--- src/rtl/mem_if_pkg.sv ---
// Shared definitions for the cache-side memory interface.
// Holds the refill FSM state encoding and the address-slicing helpers
// used by cacheController and line_fill_unit. No ports.
package mem_if_pkg;

  // Byte offset inside a word; words are always 4 bytes.
  localparam int unsigned BYTE_OFFSET = 2;

  typedef enum logic [2:0] {
    IDLE,
    ISSUE,
    WAIT,
    ACK,
    GAP,
    DONE
  } fill_state_t;

  // Number of words in a cache line.
  function automatic int unsigned words_per_line(input int unsigned word_offset);
    return 32'(1) << word_offset;
  endfunction

  // Lowest address bit of the line base (above word select and byte offset).
  function automatic int unsigned line_base_lsb(input int unsigned word_offset);
    return word_offset + BYTE_OFFSET;
  endfunction

endpackage

--- src/rtl/fill_order_gen.sv ---
// Refill word-order generator: beat counter plus the combinational mapping
// from (start word, beat) to the current word index and backing address.
// Ports:
//   clk, rst            clock, synchronous active-high reset
//   beat_clr, beat_inc  clear / advance the beat counter
//   base, start_word    line base and first word of the burst
//   cur_word_c          start_word + beat, wrapping within the line
//   adr_c               word-aligned backing address of cur_word_c
//   last_c              current beat is the final word of the line
module fill_order_gen
  import mem_if_pkg::*;
#(
  parameter int unsigned ADR_WIDTH   = 32,
  parameter int unsigned WORD_OFFSET = 2
) (
  input  logic                                       clk,
  input  logic                                       rst,
  input  logic                                       beat_clr,
  input  logic                                       beat_inc,
  input  logic [ADR_WIDTH-BYTE_OFFSET-WORD_OFFSET-1:0] base,
  input  logic [WORD_OFFSET-1:0]                     start_word,
  output logic [WORD_OFFSET-1:0]                     cur_word_c,
  output logic [ADR_WIDTH-1:0]                       adr_c,
  output logic                                       last_c
);

  localparam int unsigned LAST_BEAT = words_per_line(WORD_OFFSET) - 1;

  logic [WORD_OFFSET-1:0] beat;

  // Beat counter: index of the word currently being fetched.
  always_ff @(posedge clk) begin
    if (rst || beat_clr) begin
      beat <= '0;
    end else if (beat_inc) begin
      beat <= beat + WORD_OFFSET'(1);
    end
  end

  // Addition wraps naturally in WORD_OFFSET bits, giving critical-word-first order.
  assign cur_word_c = start_word + beat;
  assign adr_c      = {base, cur_word_c, {BYTE_OFFSET{1'b0}}};
  assign last_c     = (beat == WORD_OFFSET'(LAST_BEAT));

endmodule

--- src/rtl/line_fill_unit.sv ---
// Line refill engine between cacheController and a single-word backing port.
// Fetches all words of the missed line (critical word first, or linear) and
// returns them one at a time as single-cycle acks separated by a low cycle.
// Ports:
//   clk, rst                       clock, synchronous active-high reset
//   req_cc2mem, adr_cc2mem         refill request and miss address
//   ack_mem2cc, dat_mem2cc,
//   word_mem2cc                    returned word pulse, data and word index
//   fill_busy                      refill in progress
//   bk_req, bk_adr, bk_gnt         backing read request handshake
//   bk_rvalid, bk_rdata            backing read return
module line_fill_unit
  import mem_if_pkg::*;
#(
  parameter int unsigned ADR_WIDTH   = 32,
  parameter int unsigned DATA_WIDTH  = 32,
  parameter int unsigned WORD_OFFSET = 2,
  parameter bit          CRIT_FIRST  = 1'b1
) (
  input  logic                   clk,
  input  logic                   rst,
  input  logic                   req_cc2mem,
  input  logic [ADR_WIDTH-1:0]   adr_cc2mem,
  output logic                   ack_mem2cc,
  output logic [DATA_WIDTH-1:0]  dat_mem2cc,
  output logic [WORD_OFFSET-1:0] word_mem2cc,
  output logic                   fill_busy,
  output logic                   bk_req,
  output logic [ADR_WIDTH-1:0]   bk_adr,
  input  logic                   bk_gnt,
  input  logic                   bk_rvalid,
  input  logic [DATA_WIDTH-1:0]  bk_rdata
);

  localparam int unsigned BASE_LSB = line_base_lsb(WORD_OFFSET);
  localparam int unsigned BASE_W   = ADR_WIDTH - BASE_LSB;

  fill_state_t            state;
  logic [BASE_W-1:0]      base;
  logic [WORD_OFFSET-1:0] start_word;
  logic                   aborting;

  logic [BASE_W-1:0]      req_base_c;
  logic [WORD_OFFSET-1:0] req_start_c;
  logic [BASE_W-1:0]      gen_base_c;
  logic [WORD_OFFSET-1:0] gen_start_c;
  logic                   beat_clr_c;
  logic                   beat_inc_c;
  logic                   last_beat_c;
  logic [WORD_OFFSET-1:0] cur_word_c;
  logic [ADR_WIDTH-1:0]   beat_adr_c;
  logic                   unused_byte_bits;

  // Line base and starting word taken straight from the incoming request.
  assign req_base_c       = adr_cc2mem[ADR_WIDTH-1:BASE_LSB];
  assign req_start_c      = CRIT_FIRST ? adr_cc2mem[BASE_LSB-1:BYTE_OFFSET] : '0;
  assign unused_byte_bits = ^adr_cc2mem[BYTE_OFFSET-1:0];

  // In IDLE the generator sees the live request so the first bk_adr is
  // registered in the same cycle the request is accepted.
  assign gen_base_c  = (state == IDLE) ? req_base_c  : base;
  assign gen_start_c = (state == IDLE) ? req_start_c : start_word;
  assign beat_clr_c  = (state == IDLE);
  assign beat_inc_c  = (state == GAP) && req_cc2mem && !last_beat_c;

  fill_order_gen #(
    .ADR_WIDTH  (ADR_WIDTH),
    .WORD_OFFSET(WORD_OFFSET)
  ) u_order (
    .clk       (clk),
    .rst       (rst),
    .beat_clr  (beat_clr_c),
    .beat_inc  (beat_inc_c),
    .base      (gen_base_c),
    .start_word(gen_start_c),
    .cur_word_c(cur_word_c),
    .adr_c     (beat_adr_c),
    .last_c    (last_beat_c)
  );

  // Refill FSM with registered outputs.
  always_ff @(posedge clk) begin
    if (rst) begin
      state       <= IDLE;
      base        <= '0;
      start_word  <= '0;
      aborting    <= 1'b0;
      ack_mem2cc  <= 1'b0;
      dat_mem2cc  <= '0;
      word_mem2cc <= '0;
      fill_busy   <= 1'b0;
      bk_req      <= 1'b0;
      bk_adr      <= '0;
    end else begin
      ack_mem2cc <= 1'b0;
      case (state)
        IDLE: begin
          if (req_cc2mem) begin
            base       <= req_base_c;
            start_word <= req_start_c;
            aborting   <= 1'b0;
            fill_busy  <= 1'b1;
            bk_req     <= 1'b1;
            bk_adr     <= beat_adr_c;
            state      <= ISSUE;
          end
        end
        ISSUE: begin
          // A grant always has to be followed by its rvalid, even when aborting.
          if (bk_req && bk_gnt) begin
            bk_req   <= 1'b0;
            aborting <= !req_cc2mem;
            state    <= WAIT;
          end else if (!req_cc2mem) begin
            bk_req    <= 1'b0;
            fill_busy <= 1'b0;
            state     <= IDLE;
          end else if (!bk_req) begin
            // Entered from GAP: the advanced beat address is valid now.
            bk_req <= 1'b1;
            bk_adr <= beat_adr_c;
          end
        end
        WAIT: begin
          if (bk_rvalid) begin
            if (aborting || !req_cc2mem) begin
              fill_busy <= 1'b0;
              state     <= IDLE;
            end else begin
              ack_mem2cc  <= 1'b1;
              dat_mem2cc  <= bk_rdata;
              word_mem2cc <= cur_word_c;
              state       <= ACK;
            end
          end else if (!req_cc2mem) begin
            aborting <= 1'b1;
          end
        end
        ACK: begin
          if (!req_cc2mem) begin
            fill_busy <= 1'b0;
            state     <= IDLE;
          end else begin
            state <= GAP;
          end
        end
        GAP: begin
          if (!req_cc2mem) begin
            fill_busy <= 1'b0;
            state     <= IDLE;
          end else if (last_beat_c) begin
            state <= DONE;
          end else begin
            state <= ISSUE;
          end
        end
        DONE: begin
          // Wait for the request to drop so a held request cannot refill again.
          if (!req_cc2mem) begin
            fill_busy <= 1'b0;
            state     <= IDLE;
          end
        end
        default: begin
          state <= IDLE;
        end
      endcase
    end
  end

endmodule
--- config.mk ---
export PLATFORM = sky130hd
export DESIGN_NAME = line_fill_unit
export DESIGN_NICKNAME = d
export VERILOG_FILES = /design/src/rtl/mem_if_pkg.sv /design/src/rtl/fill_order_gen.sv /design/src/rtl/line_fill_unit.sv
export SDC_FILE = /design/constraint.sdc
export NUM_CORES = 1
export LEC_CHECK = 0
export ABC_AREA = 1
export BUFFER_PORTS_ARGS = -buffer_cell sky130_fd_sc_hd__buf_2
export CELL_PAD_IN_SITES_DETAIL_PLACEMENT = 2
export CELL_PAD_IN_SITES_GLOBAL_PLACEMENT = 2
export CORE_MARGIN = 1
export CORE_UTILIZATION = 28
export DETAILED_ROUTE_END_ITERATION = 10
export GPL_ROUTABILITY_DRIVEN = 1
export PLACE_DENSITY = 0.83
export SYNTH_ARGS = -nofsm -noshare
export SYNTH_HDL_FRONTEND = slang
export SYNTH_SLANG_ARGS = --single-unit
--- constraint.sdc ---
create_clock -name clk -period 2.4 [get_ports clk]
set_clock_uncertainty 0.15 [all_clocks]
set_input_delay 0.36 -clock clk [delete_from_list [all_inputs] [get_ports clk]]
set_output_delay 0.36 -clock clk [all_outputs]
set_load 0.1 [all_outputs]
==> flow_summary.ini <==
[critical_path]
crit_arrival_ps = 2050
critPathKind = flop to flop
crit_path_start_kind = flop
startpoint = state[1]$_SDFFE_PP0P_
worst-path-buf-inv = 3
cpMaxStageDelayCell = dfxtp_1
reg2reg_from = state[1]$_SDFFE_PP0P_
cp-end-kind = flop
rr_worst_depth = 12
cp_cell_sequence = nor2_4 > nand2_4 > inv_4 > nand2_1 > o21ai_1 > ha_1 > xor2_1 > inv_1 > nand2_1 > nand3_1 > nand2_1 > inv_1
crit_family = simple AND/OR/NAND/NOR gates
cp_common_cell = nand2_1
cpPeakStageDelay_ps = 430
r2r_end = word_mem2cc[1]$_SDFFE_PP0P_
crit_fanout = 7
cp.required_ps = 2500
r2r_setup_slack_ps = 450

[detailed_routing]
drcViolationCount = 0
drtAntennaViolNets = 0
drt-total-wl_mm = 14.17
drt_iter0_drc = 138
firstDrtPassIters = 4
viasPerCell = 4.691
avgRoutedWirePerCell_um = 15.14
routed-via-count = 4391

[timing]
fin_ws_ps = 449.1
rsz0062_at_grt = false
relSlewSlack = 0.5465
slew_violations = 0
hold_viol = 0
tightest_slew_ps = 677.8
fmax_mhz = 512.6
setup_viol = 0
setup_tns_ps = 0
min_period_ps = 1951
finalCritPeriodShare = 0.8129

[finish]
final_cell_mix = nand2_1, buf_2, nor2_1, dfxtp_1, o21ai_1
drive_gt1_frac = 0.3083
fin_nets = 786
final_cells = 936
layout_commonest_cell = nand2_1
syn_to_final_growth_pct = 22.72
antennaDiodeCount = 0
final_util = 0.3496

[place]
gp_congestion = 0.7764
dp_hpwl_mm = 9.962
dp_slack_ps = 293.1
io_buffers = 133
placedCellCount = 920

[cts]
post_cts_resized = 0
cts_setup_buffers = 0
cts_buffer_depth = 2
cts_root_buf = clkbuf_16
cts_tree = done
h-tree-depth = 3
clk_transition_reported_paths_ps = 80
cts_buffers = 9
clock_latency_ps = 350
ctsHoldBuffers = 0
cts.sinks = 103

[power]
vdd_ir_drop_max_v = 0.0004416
p_total_mw = 4.292
p_int_mw = 2.815
swShare = 0.3441
clkPwrFrac = 0.358
power.density_nw_per_um2 = 775.5
leakage_nw = 2.674
power_frac_comb = 0.211
seq_power_share = 0.431
switchingPower_mw = 1.477

[hold_path]
hp-start = bk_rdata[19]
worstHoldPathType = input pin to flop
min_path_cells = 3
min_to = dat_mem2cc[19]$_SDFFE_PP0P_

[yosys]
synth_edf_count = 0
async_flop_share = 0
synth_flop_cell = dfxtp_1
syn_area_per_cell_um2 = 7.503
netlist_instances = 601
syn-cell-area_um2 = 4509
yosysSeqAreaShare = 0.4573
synth-seq-cells = 103
yosysWarningCount = 0
ys_types = 32

[die]
pin_count = 138
dieWidth_um = 128.9
core_area_um2 = 15830
die_h_um = 128.9
start_util = 0.2849
dieArea_um2 = 16620
rows = 46

[grt]
grt_pass1_wl_mm = 23.00
antenna_found_initial = 1
track_usage = 0.1771
grt_overflow = 0
grt_pass1_vias = 4655
grt_start_max_net_pins = 38

[run_status]
run_status = complete, no violations

[flow_run]
maxCapViolations = 0
routing by layer:
metal | vias to the layer above | part of all wire | global-route usage
met5 | - | 0.0012 | 0
met4 | 2 | 0.015 | 0.05952
met1 | 2127 | 0.42 | 0.2014
li1 | 2141 | - | -
met3 | 22 | 0.054 | 0.04241
met2 | 99 | 0.51 | 0.3231
cell type report:
class	count	area, µm²
Fill cell	1879	10290
Tap cell	216	270.3
Inverter	18	72.57
Multi-Input combinational cell	440	2083
Clock buffer	9	225.2
Sequential cell	103	2062
Timing Repair Buffer	143	740.7
Clock inverter	7	80.08
synth_stat cells, types with 2 or more instances:
library cell / n / area share
a21oi_1: 27 / 0.030
a21oi_2: 8 / 0.016
buf_2: 8 / 0.0089
buf_4: 8 / 0.013
buf_6: 12 / 0.030
clkbuf_1: 11 / 0.0092
dfxtp_1: 103 / 0.46
ha_1: 2 / 0.0055
inv_1: 12 / 0.010
inv_2: 4 / 0.0033
inv_4: 2 / 0.0028
nand2_1: 139 / 0.12
nand2_2: 3 / 0.0042
nand3_1: 35 / 0.039
nand3_2: 8 / 0.018
nor2_1: 106 / 0.088
nor2_2: 31 / 0.043
nor2_4: 2 / 0.0050
nor3_1: 2 / 0.0022
o21ai_0: 28 / 0.031
o21ai_1: 39 / 0.043
worst register-to-register path, delay by kind of cell (launching register included):
| kind | cells | cell delay, ps |
|---|---|---|
| compound gates | 1 | 100 |
| xor+xnor | 1 | 180 |
| buf+inv | 3 | 170 |
| fa+ha+maj | 1 | 180 |
| flops | 1 | 430 |
| simple gates | 6 | 650 |
metrics by stage:
| step | hold slack, ps | cell area (µm²) |
|---|---|---|
| after floorplan | 289.2 | 4513 |
| after global placement | 297.8 | 5229 |
| after detailed placement | 306.9 | 5229 |
| after CTS | 67.20 | 5534 |
| after global routing | 79.14 | 5534 |
| final | 78.87 | 5534 |
kinds of logic after synthesis:
logic type / synth area share
and+or+nand+nor: 0.3302
other: 0.0008316
DFF: 0.4573
xor gates and xnor gates: 0.001943
adders and majority gates: 0.005549
buffers and inverters: 0.08157
AOI/OAI and AO/OA: 0.1226
state kept, by name, indices dropped and copies added, names as in the netlist:
register	cells
dat_mem2cc	32
bk_adr	30
base	28
state	3
start_word	2
u_order.beat	2
word_mem2cc	2
aborting	1
ack_mem2cc	1
bk_req	1
fill_busy	1
how the worst max path moves through the flow:
stage          depth (start not counted)  slack (ps)                     endpoint
3_3_place_gp                           8         360  word_mem2cc[0]$_SDFFE_PP0P_
5_1_grt                               12         210  word_mem2cc[1]$_SDFFE_PP0P_
4_1_cts                               12         420  word_mem2cc[1]$_SDFFE_PP0P_
6_report                              12         450  word_mem2cc[1]$_SDFFE_PP0P_
2_1_floorplan                         14         460       bk_adr[3]$_SDFFE_PP0P_
3_5_place_dp                           8         290  dat_mem2cc[29]$_SDFFE_PP0P_
power groups by stage:
stage / Clock (mW) / Sequential, mW / Combinational, mW
CTS: 1.60 / 1.85 / 0.923
finish: 1.54 / 1.85 / 0.908
global route: 1.65 / 1.86 / 0.981
floorplan: 0 / 2.25 / 0.356
detailed placement: 0 / 1.89 / 0.918
global placement: 0 / 1.88 / 0.892
Power figures use the tool's default switching activity.
